--- config.mk ---
export PLATFORM = sky130hd
export DESIGN_NAME = id_ex_stage
export DESIGN_NICKNAME = d
export VERILOG_FILES = /design/src/rtl/riscv_pkg.sv /design/src/rtl/id_ex_stage_operand_forward.sv /design/src/rtl/id_ex_stage.sv
export SDC_FILE = /design/constraint.sdc
export NUM_CORES = 1
export LEC_CHECK = 0
export BUFFER_PORTS_ARGS = -buffer_cell sky130_fd_sc_hd__clkbuf_2
export CORE_MARGIN = 2
export CORE_UTILIZATION = 50
export DETAILED_ROUTE_END_ITERATION = 12
export PLACE_DENSITY = 0.87
export SYNTH_ARGS = -nofsm -noshare
export SYNTH_HDL_FRONTEND = slang
export SYNTH_HIERARCHICAL = 1
export SYNTH_SLANG_ARGS = --single-unit
--- constraint.sdc ---
create_clock -name clk -period 9.4 [get_ports clk]
set_input_delay 0 -clock clk [delete_from_list [all_inputs] [get_ports clk]]
set_output_delay 0 -clock clk [all_outputs]
set_load 0.05 [all_outputs]
--- src/rtl/riscv_pkg.sv ---
// Shared RISC-V core definitions: widths, ALU op codes
// and the control bundle carried from decode into EX.
package riscv_pkg;

    localparam int XLEN = 32;
    localparam int REGW = 5;

    localparam logic [3:0] ALU_ADD  = 4'b0000;
    localparam logic [3:0] ALU_SUB  = 4'b0001;
    localparam logic [3:0] ALU_ORR  = 4'b0010;
    localparam logic [3:0] ALU_ANDD = 4'b0011;
    localparam logic [3:0] ALU_XORR = 4'b0100;
    localparam logic [3:0] ALU_SLT  = 4'b0101;
    localparam logic [3:0] ALU_SLL  = 4'b0110;
    localparam logic [3:0] ALU_SRL  = 4'b0111;
    localparam logic [3:0] ALU_SRA  = 4'b1000;
    localparam logic [3:0] ALU_SLTU = 4'b1001;
    localparam logic [3:0] ALU_LUI  = 4'b1111;

    typedef struct packed {
        logic       reg_write;
        logic       mem_read;
        logic       mem_write;
        logic       alu_src_a;
        logic       alu_src_b;
        logic [3:0] alu_control;
    } ex_ctrl_t;

    localparam ex_ctrl_t EX_CTRL_NOP = '0;

    function automatic ex_ctrl_t pack_ctrl(
        input logic       reg_write,
        input logic       mem_read,
        input logic       mem_write,
        input logic       alu_src_a,
        input logic       alu_src_b,
        input logic [3:0] alu_control
    );
        ex_ctrl_t c;
        c.reg_write   = reg_write;
        c.mem_read    = mem_read;
        c.mem_write   = mem_write;
        c.alu_src_a   = alu_src_a;
        c.alu_src_b   = alu_src_b;
        c.alu_control = alu_control;
        return c;
    endfunction

endpackage

--- src/rtl/id_ex_stage_operand_forward.sv ---
// Per-operand bypass: picks the youngest in-flight
// write to the register index, EX/MEM before MEM/WB.
module operand_forward #(
    parameter int XLEN = 32,
    parameter int REGW = 5
) (
    input  logic [REGW-1:0] idx,
    input  logic [XLEN-1:0] data,
    input  logic            exm_reg_write,
    input  logic [REGW-1:0] exm_rd,
    input  logic [XLEN-1:0] exm_result,
    input  logic            wb_reg_write,
    input  logic [REGW-1:0] wb_rd,
    input  logic [XLEN-1:0] wb_result,
    output logic [XLEN-1:0] fwd
);

    logic nz;
    logic hit_exm;
    logic hit_wb;

    assign nz      = (idx != '0);
    assign hit_exm = nz && exm_reg_write && (exm_rd == idx);
    assign hit_wb  = nz && wb_reg_write && (wb_rd == idx);

    // x0 is never bypassed; EX/MEM is younger so it wins
    always_comb begin
        fwd = data;
        if (hit_exm) begin
            fwd = exm_result;
        end else if (hit_wb) begin
            fwd = wb_result;
        end
    end

endmodule

--- src/rtl/id_ex_stage.sv ---
// ID/EX pipeline register with operand forwarding,
// load-use bubble insertion and decode back-pressure.
module id_ex_stage #(
    parameter int XLEN = 32,
    parameter int REGW = 5
) (
    input  logic            clk,
    input  logic            reset,
    input  logic            id_valid,
    output logic            id_ready,
    input  logic [XLEN-1:0] id_pc,
    input  logic [XLEN-1:0] id_rs1_data,
    input  logic [XLEN-1:0] id_rs2_data,
    input  logic [XLEN-1:0] id_imm,
    input  logic [REGW-1:0] id_rs1,
    input  logic [REGW-1:0] id_rs2,
    input  logic [REGW-1:0] id_rd,
    input  logic            id_use_rs1,
    input  logic            id_use_rs2,
    input  logic [3:0]      id_alu_control,
    input  logic            id_alu_src_a,
    input  logic            id_alu_src_b,
    input  logic            id_reg_write,
    input  logic            id_mem_read,
    input  logic            id_mem_write,
    input  logic            stall_in,
    input  logic            flush,
    input  logic            exm_reg_write,
    input  logic [REGW-1:0] exm_rd,
    input  logic [XLEN-1:0] exm_result,
    input  logic            wb_reg_write,
    input  logic [REGW-1:0] wb_rd,
    input  logic [XLEN-1:0] wb_result,
    output logic [XLEN-1:0] A,
    output logic [XLEN-1:0] B,
    output logic [3:0]      alu_control,
    output logic            ex_valid,
    output logic            ex_reg_write,
    output logic            ex_mem_read,
    output logic            ex_mem_write,
    output logic [REGW-1:0] ex_rd,
    output logic [XLEN-1:0] ex_store_data,
    output logic            load_use_stall
);

    import riscv_pkg::*;

    logic [XLEN-1:0] pc_q;
    logic [XLEN-1:0] rs1_data_q;
    logic [XLEN-1:0] rs2_data_q;
    logic [XLEN-1:0] imm_q;
    logic [REGW-1:0] rs1_q;
    logic [REGW-1:0] rs2_q;
    logic [REGW-1:0] rd_q;
    logic            valid_q;
    ex_ctrl_t        ctrl_q;

    logic [XLEN-1:0] fwd_rs1;
    logic [XLEN-1:0] fwd_rs2;
    logic            rs1_dep;
    logic            rs2_dep;
    logic            ex_is_load;
    logic            bubble;

    operand_forward #(
        .XLEN(XLEN),
        .REGW(REGW)
    ) u_fwd_rs1 (
        .idx          (rs1_q),
        .data         (rs1_data_q),
        .exm_reg_write(exm_reg_write),
        .exm_rd       (exm_rd),
        .exm_result   (exm_result),
        .wb_reg_write (wb_reg_write),
        .wb_rd        (wb_rd),
        .wb_result    (wb_result),
        .fwd          (fwd_rs1)
    );

    operand_forward #(
        .XLEN(XLEN),
        .REGW(REGW)
    ) u_fwd_rs2 (
        .idx          (rs2_q),
        .data         (rs2_data_q),
        .exm_reg_write(exm_reg_write),
        .exm_rd       (exm_rd),
        .exm_result   (exm_result),
        .wb_reg_write (wb_reg_write),
        .wb_rd        (wb_rd),
        .wb_result    (wb_result),
        .fwd          (fwd_rs2)
    );

    // A load in EX cannot feed decode until it reaches WB
    assign ex_is_load = valid_q && ctrl_q.mem_read && (rd_q != '0);
    assign rs1_dep    = id_use_rs1 && (id_rs1 == rd_q);
    assign rs2_dep    = id_use_rs2 && (id_rs2 == rd_q);

    assign load_use_stall = ex_is_load && id_valid && (rs1_dep || rs2_dep);
    assign id_ready       = !stall_in && !load_use_stall;

    // Flush always kills; the hazard bubble only when not frozen
    assign bubble = flush || (!stall_in && load_use_stall);

    // Pipeline register update
    always_ff @(posedge clk or posedge reset) begin
        if (reset) begin
            pc_q       <= '0;
            rs1_data_q <= '0;
            rs2_data_q <= '0;
            imm_q      <= '0;
            rs1_q      <= '0;
            rs2_q      <= '0;
            rd_q       <= '0;
            valid_q    <= 1'b0;
            ctrl_q     <= EX_CTRL_NOP;
        end else if (bubble) begin
            pc_q       <= '0;
            rs1_data_q <= '0;
            rs2_data_q <= '0;
            imm_q      <= '0;
            rs1_q      <= '0;
            rs2_q      <= '0;
            rd_q       <= '0;
            valid_q    <= 1'b0;
            ctrl_q     <= EX_CTRL_NOP;
        end else if (stall_in) begin
            // capture bypassed values so WB retiring cannot lose them
            rs1_data_q <= fwd_rs1;
            rs2_data_q <= fwd_rs2;
        end else begin
            pc_q       <= id_pc;
            rs1_data_q <= id_rs1_data;
            rs2_data_q <= id_rs2_data;
            imm_q      <= id_imm;
            rs1_q      <= id_rs1;
            rs2_q      <= id_rs2;
            rd_q       <= id_rd;
            valid_q    <= id_valid;
            ctrl_q     <= pack_ctrl(id_reg_write, id_mem_read,
                                    id_mem_write, id_alu_src_a,
                                    id_alu_src_b, id_alu_control);
        end
    end

    assign A             = ctrl_q.alu_src_a ? pc_q : fwd_rs1;
    assign B             = ctrl_q.alu_src_b ? imm_q : fwd_rs2;
    assign ex_store_data = fwd_rs2;

    assign alu_control  = ctrl_q.alu_control;
    assign ex_valid     = valid_q;
    assign ex_reg_write = ctrl_q.reg_write;
    assign ex_mem_read  = ctrl_q.mem_read;
    assign ex_mem_write = ctrl_q.mem_write;
    assign ex_rd        = rd_q;

endmodule

==> key figures, run 1 <==
Status
  – Status: complete, no violations

Critical path
  – Crit path max-delay family: simple AND/OR/NAND/NOR gates
  – Worst EP arrival: 4.03 ns
  – WP data required: 9.40 ns
  – Crit-path cells: or4_4 -> o211ai_2 -> buf_4 -> or2_1 -> a31oi_1 -> mux2_2 -> clkbuf_2
  – Max stage delay on crit path: 0.95 ns
  – CP endpoint kind: output port
  – Critical-path maximum fanout: 33
  – Bufs and invs on worst path: 2
  – Worst reg2reg path endpoint: rs2_data_q[17]
  – R2R depth: 7
  – R2r setup slk: 5.82 ns
  – Crit path launch type: flip-flop
  – Worst r2r src: rs2_q[1]
  – CP Class: reg2out
  – Worst path slowest cell: or2_1

Worst hold path
  – HP Start: id_rs2[4]
  – HP Class: in2reg
  – Worst hold path depth: 4
  – Hold Path End: rs2_q[4]

CTS
  – CTS Buf Count: 17
  – Hold Buf Count CTS: 151
  – Resize count post-CTS: 0
  – CTS max path bufs: 2
  – Clock transition at the registers of the reported paths: 0.07 ns
  – Clock root buffer master: clkbuf_16
  – Setup bufs post-CTS: 0
  – CTS tree: done
  – H-tree levels: 4
  – Clock Latency Late Sink: 0.43 ns
  – Clock sinks: 153

Power
  – Leak Pwr: 5.76 nW
  – Max IR drop VDD: 0.129 mV
  – Pwr dens: 168 nW/um^2

Drt
  – Drt total wl: 44,100 um
  – DR iter-0 viols: 1,704
  – Post-DR wirelength/cell: 23.7 um
  – Routed Antenna Nets: 0
  – DRC viols: 0
  – Via count: 12,400
  – Detailed Routing Iterations Pass 1: 7
  – Via density: 6.67

STA
  – Post-layout minimum cycle time: 4.03 ns
  – Final setup fails: 0
  – Rel. slew slack: 12.2%
  – Worst Tran Pin Value: 1.32 ns
  – Worst Skew: 0.0120 ns
  – Max frequency: 248 MHz
  – Final WS setup: 5.37 ns
  – Slew Limit Fails: 0
  – Setup TNS: 0 ns
  – RSZ-0062 raised after global routing: no
  – Final period util: 42.9%
  – Final hold violation count: 0

Global route
  – Largest net degree at the start of global routing: 115
  – Initial antenna violation count: 7
  – Via count of the first global-routing pass: 12,000
  – First-pass GRT wire length: 68,500 um
  – Gr usage total: 40.6%
  – Gr ovfl total: 0

Logic synthesis
  – Synth cell types: 32
  – Most area-consuming cells after synthesis: dfrtp_1 38%, a32oi_1 9.3%, o21ai_0 8.0%, mux2_2 7.2%, nand2_1 7.2%
  – Syn Area/Cell: 8.42 sq um
  – Yosys reg bits: 153
  – Synthesized instance count: 1,188
  – Syn_nets: 1,423
  – Syn Std Cell Area: 10,000 sq um
  – Ys Warns: 6
  – Largest area contributor in the netlist: dfrtp_1
  – Yosys top cell area share: 38.3%
  – Sequential fraction of the synthesis area: 38.3%

Placement
  – Hpwl dp: 27,600 um
  – Place WS: 5.96 ns
  – Placed instance count: 1,671
  – RD Place Congestion: 0.973
  – Port bufs: 345

Floorplanning
  – Row cnt: 51
  – Die Y: 145 um
  – Die width: 145 um
  – Core Box Area: 19,500 sq um
  – Die area: 21,200 sq um
  – Boundary pin count: 346
  – Starting Density: 51.2%

Finish
  – Layout cell share with drive strength beyond 1: 29.8%
  – Area grow syn2layout: 36.8%
  – Filler-free cell count of the finished design: 1,861
  – Final Util: 70.1%
  – # nets final: 1,811

Run
  – Max_cap viols: 0
-- worst register-to-register path, stage by stage, from the launching register on --
cell      delay, ns
dfrtp_1        0.44
or4_4          0.59
o211ai_2       0.16
buf_4          0.40
or2_1          0.96
a31oi_1        0.37
a32oi_1        0.29
o21ai_0        0.19
-- state kept, by name (all words and copies together) (netlist names) --
| name | cells |
|---|---|
| rs1_data_q | 32 |
| ctrl_q | 2 |
| pc_q | 32 |
| alu_control | 4 |
| rs2_data_q | 32 |
| ex_reg_write | 1 |
| ex_mem_write | 1 |
| ex_mem_read | 1 |
| imm_q | 32 |
| ex_rd | 5 |
| ex_valid | 1 |
| rs2_q | 5 |
| rs1_q | 5 |
-- cells in the mapped netlist (all sizes together) --
library cell,count
o211ai,4
o221ai,47
a32oi,106
and2,1
a31oi,64
nor3,64
a22oi,11
nand4,6
clkbuf,109
nand3,99
nand2,191
o22ai,1
nor3b,12
nor2b,1
nor2,1
mux2,64
a21oi,1
or2,2
and4,2
xnor2,30
buf,40
o21ai,170
inv,3
o2111ai,1
or4,3
o211a,2
dfrtp,153
-- kinds of logic (layout without fill, tap and decap cells) --
| logic type | count (synthesis) | count (layout) | share of synthesized area, % |
|---|---|---|---|
| xor+xnor | 30 | 30 | 2.63 |
| buf+inv | 152 | 553 | 6.84 |
| compound gates | 407 | 407 | 27.7 |
| simple gates | 382 | 382 | 17.4 |
| flops | 153 | 153 | 38.3 |
| other cells | 0 | 7 | 0 |
| mux | 64 | 64 | 7.20 |
-- layer usage --
| layer | global-route usage, % | vias to the layer above | wire length, um | share of wire, % |
|---|---|---|---|---|
| li1 | - | 5307 | - | - |
| met1 | 52.2 | 5762 | 16300 | 37 |
| met2 | 64.2 | 1099 | 20300 | 46 |
| met3 | 8.65 | 237 | 4810 | 11 |
| met4 | 22.5 | 0 | 2680 | 6.1 |
| met5 | 0 | - | 0 | 0 |
-- report_power, final --
group	switching, mW	internal (mW)	total, mW
Sequential	0.0428	0.725	0.767
Clock	0.309	0.359	0.668
Combinational	0.600	0.258	0.858
-- cell usage in the layout, fill, tap and decap left out --
| master | instances |
|---|---|
| buf_4 | 22 |
| o22ai_4 | 1 |
| inv_1 | 2 |
| inv_6 | 8 |
| nand2_1 | 191 |
| nor3_1 | 64 |
| clkinv_4 | 1 |
| nand3_1 | 99 |
| clkbuf_8 | 2 |
| a32oi_1 | 106 |
| nand4_1 | 6 |
| o21ai_0 | 159 |
| xnor2_1 | 30 |
| o21ai_1 | 11 |
| o221ai_1 | 47 |
| dfrtp_1 | 153 |
| diode_2 | 7 |
| nor2_4 | 1 |
| clkinvlp_4 | 2 |
| or4_4 | 2 |
| dlygate4sd3_1 | 151 |
| o2111ai_4 | 1 |
| o211ai_2 | 4 |
| or4_1 | 1 |
| or2_1 | 2 |
| o211a_1 | 2 |
| clkinv_2 | 2 |
| nor3b_1 | 12 |
| nor2b_4 | 1 |
| a21oi_1 | 1 |
| clkbuf_2 | 345 |
| and4_1 | 2 |
| and2_1 | 1 |
| clkbuf_16 | 17 |
| a22oi_1 | 11 |
| mux2_2 | 64 |
| a31oi_1 | 64 |
| inv_8 | 1 |
-- area by class of cell --
class,instances,area (sq um)
Antenna cell,7,17.5
Clock buffer,19,453
Clock inverter,13,106
Fill cell,1432,5840
Inverter,3,16.3
Multi-Input combinational cell,883,5530
Sequential cell,153,3830
Tap cell,265,332
Timing Repair Buffer,518,3400
-- worst max path at each step --
stage / startpoint / to / slack (ns) / depth (start not counted)
4_1_cts: rs2_q[1] / B[4] / 5.53 / 7
5_1_grt: ex_rd[2] / id_ready / 5.26 / 7
3_5_place_dp: rs2_q[1] / B[4] / 5.96 / 7
2_1_floorplan: reset / alu_control[0] / 5.28 / 1
6_report: rs2_q[1] / B[11] / 5.37 / 7
3_3_place_gp: rs2_q[1] / B[4] / 6.00 / 7
-- through the flow --
stage	hold WS, ns	total power, mW	cell area (sq um)
detailed placement	0.196	1.55	11600
global placement	0.206	1.54	11600
global route	0.0434	2.37	13700
floorplan	0.127	1.32	10000
CTS	0.000340	2.26	13700
finish	0.0106	2.29	13700
Power figures use the tool's default switching activity.
==> run 2, diff against run 1 <==
CORE_UTILIZATION = 46   (was 50)
PLACE_DENSITY = 0.84   (was 0.87)
clock period = 3.7 ns   (was 9.4 ns; I/O delays follow)
==> key figures, run 2 (same netlist as run 1, synthesis figures left out) <==
Critical path
  – Max stage delay on crit path: 1.01 ns (+0.06 ns)
  – WP data required: 3.70 ns (-5.70 ns)
  – Worst reg2reg path endpoint: rs1_data_q[16]
  – Crit path max-delay family: compound AO/OA/AOI/OAI gates
  – R2r setup slk: 0.69 ns (-5.13 ns)
  – Crit-path cells: xnor2_1 -> o211a_1 -> nand3_1 -> a31oi_1 -> mux2_2 -> clkbuf_2
  – R2R depth: 8 (+1)
  – Bufs and invs on worst path: 1 (-1)
  – Worst EP arrival: 3.50 ns (-0.53 ns)
  – Worst path slowest cell: o211a_1
  – Critical-path maximum fanout: 32 (-3.0%)
  – Crit path launch type: flip-flop
  – CP Class: reg2out
  – CP endpoint kind: output port
  – Worst r2r src: rs1_q[1]

Status
  – Status: complete, no violations

Finish
  – Layout cell share with drive strength beyond 1: 30.3% (+0.42 points)
  – Commonest non-fill, non-tap cell in the layout: clkbuf_2
  – Fill count: 1,659 (+16%)
  – # nets final: 1,822 (+0.61%)
  – Filler-free cell count of the finished design: 1,878 (+0.91%)
  – Most frequent cells in the layout: 345 x clkbuf_2, 191 x nand2_1, 159 x o21ai_0
  – Area grow syn2layout: 39.5%

STA
  – Post-layout minimum cycle time: 3.50 ns
  – Slew Limit Fails: 0 (unchanged)
  – Max frequency: 285 MHz
  – Setup TNS: 0 ns (unchanged)
  – Rel. slew slack: 20.0% (+7.9 points)
  – Final period util: 94.7%
  – Final hold violation count: 0 (unchanged)
  – Worst Skew: 0.0147 ns (+0.00272 ns)
  – Worst Tran Pin Value: 1.20 ns (-0.118 ns)
  – Final WS setup: 0.196 ns (-5.17 ns)
  – Final setup fails: 0 (unchanged)
  – RSZ-0062 raised after global routing: no

Global route
  – Initial antenna violation count: 3 (-4)
  – Gr ovfl total: 0 (unchanged)
  – First-pass GRT wire length: 66,700 um (-2.6%)
  – Gr usage total: 38.2% (-2.5 points)
  – Largest net degree at the start of global routing: 102 (-11%)
  – Via count of the first global-routing pass: 11,700 (-2.7%)

Power
  – Leak Pwr: 5.87 nW (+1.8%)
  – Max IR drop VDD: 0.295 mV (+130%)
  – Power Internal: 3.57 mW (+170%)
  – Sequential power share: 32.5% (-1.0 points)
  – Sw Share: 40.4% (-1.1 points)
  – P_sw: 2.42 mW (+150%)
  – Pwr dens: 429 nW/um^2 (+160%)
  – Logic pwr share: 36.9% (-0.5 points)
  – Clk pwr share: 30.6% (+1.5 points)

Drt
  – Drt total wl: 45,000 um (+1.9%)
  – Post-DR wirelength/cell: 24.0 um (+0.99%)
  – Detailed Routing Iterations Pass 1: 8 (+1)
  – Routed Antenna Nets: 0 (unchanged)
  – DRC viols: 0 (unchanged)
  – Via density: 6.56 (-1.6%)
  – DR iter-0 viols: 1,596 (-6.3%)
  – Via count: 12,300 (-0.73%)

Floorplanning
  – Die width: 151 um (+4.1%)
  – Row cnt: 53 (+3.9%)
  – Boundary pin count: 346 (unchanged)
  – Starting Density: 47.3% (-3.9 points)
  – Die Y: 151 um (+4.1%)
  – Die area: 22,900 sq um (+8.4%)
  – Core Box Area: 21,200 sq um (+8.3%)

Run
  – Max_cap viols: 0 (unchanged)

Worst hold path
  – Hold Path End: rs2_q[4]
  – HP Class: in2reg
  – Worst hold path depth: 4 (unchanged)
  – HP Start: id_rs2[4]

Placement
  – Place WS: 0.504 ns (-5.46 ns)
  – RD Place Congestion: 1.01 (+3.7%)
  – Hpwl dp: 28,900 um (+4.7%)
  – Placed instance count: 1,691 (+1.2%)
  – Port bufs: 345 (unchanged)

CTS
  – Clock Latency Late Sink: 0.44 ns (about the same)
  – Clock sinks: 153 (unchanged)
  – Clock root buffer master: clkbuf_16
  – CTS max path bufs: 2 (unchanged)
  – Clock transition at the registers of the reported paths: 0.07 ns (about the same)
  – H-tree levels: 4 (unchanged)
  – CTS tree: done
  – CTS Buf Count: 17 (unchanged)
  – Setup bufs post-CTS: 0 (unchanged)
## run 2: cell count changes in the layout (fill, tap and decap cells not counted), moves of 2 or more
cell / change
buf_12: +10
bufinv_16: +2
clkinv_2: -2
clkinvlp_4: +2
diode_2: -4
inv_6: -4
## run 2: final cells by class
| class | count | area [sq um] | area share [%] |
|---|---|---|---|
| clock buffer | 21 | 470 | 3.37 |
| clock inverter | 11 | 135 | 0.968 |
| sequential | 153 | 3830 | 27.4 |
| timing repair buffer | 529 | 3610 | 25.9 |
| inverter | 3 | 15.0 | 0.108 |
| tap | 275 | 344 | 2.47 |
| multi-input combinational | 883 | 5540 | 39.7 |
| antenna | 3 | 7.51 | 0.0538 |
## run 2: power groups by stage
| stage | Clock, mW | Combinational (mW) | Sequential [mW] |
|---|---|---|---|
| after floorplan | 0 | 1.39 | 1.96 |
| after global placement | 0 | 1.99 | 1.96 |
| after detailed placement | 0 | 2.01 | 1.97 |
| after CTS | 1.84 | 2.14 | 1.94 |
| after global routing | 1.92 | 2.32 | 1.96 |
| final | 1.84 | 2.21 | 1.95 |
## run 2: worst min-delay path, stage by stage
cell and delay, ns:
clkbuf_2 0.11, nor3b_1 0.17, o221ai_1 0.08, nand2_1 0.05
## run 2: timing repair
action,CTS,global route
endpoints found under the setup margin,0,31
hold buffers,152,0
gates resized for setup,0,1
hold endpoints to repair,169,0
## run 2: layer usage
layer / track usage, % / up-vias / wire, um
met5: 0 / - / 0
met4: 22.4 / 0 / 2630
met3: 9.52 / 190 / 5000
met2: 58.9 / 1000 / 20600
met1: 48.6 / 5804 / 16700
li1: - / 5321 / -
## run 2: per-stage QoR
stage               cell area [sq um]  hold slack (ns)  util, %  power (mW)
CTS                             13900          0.00160     65.9        5.92
floorplan                       10000            0.127        -        3.36
finish                          14000           0.0125     66.0        5.99
global route                    14000           0.0171     65.9        6.20
detailed placement              11800           0.0409     55.9        3.97
global placement                11800           0.0404     55.9        3.95
## run 2: worst max-delay path by stage
| stage | from | end | slack (ns) | cells past startpoint |
|---|---|---|---|---|
| 3_5_place_dp | rs2_q[1] | B[2] | 0.50 | 6 |
| 3_3_place_gp | rs2_q[1] | B[26] | 0.57 | 6 |
| 5_1_grt | rs1_q[1] | A[29] | 0.21 | 6 |
| 6_report | rs2_q[1] | B[27] | 0.20 | 6 |
| 4_1_cts | rs2_q[1] | B[2] | 0.03 | 6 |
| 2_1_floorplan | rs2_q[1] | B[10] | 0.76 | 6 |
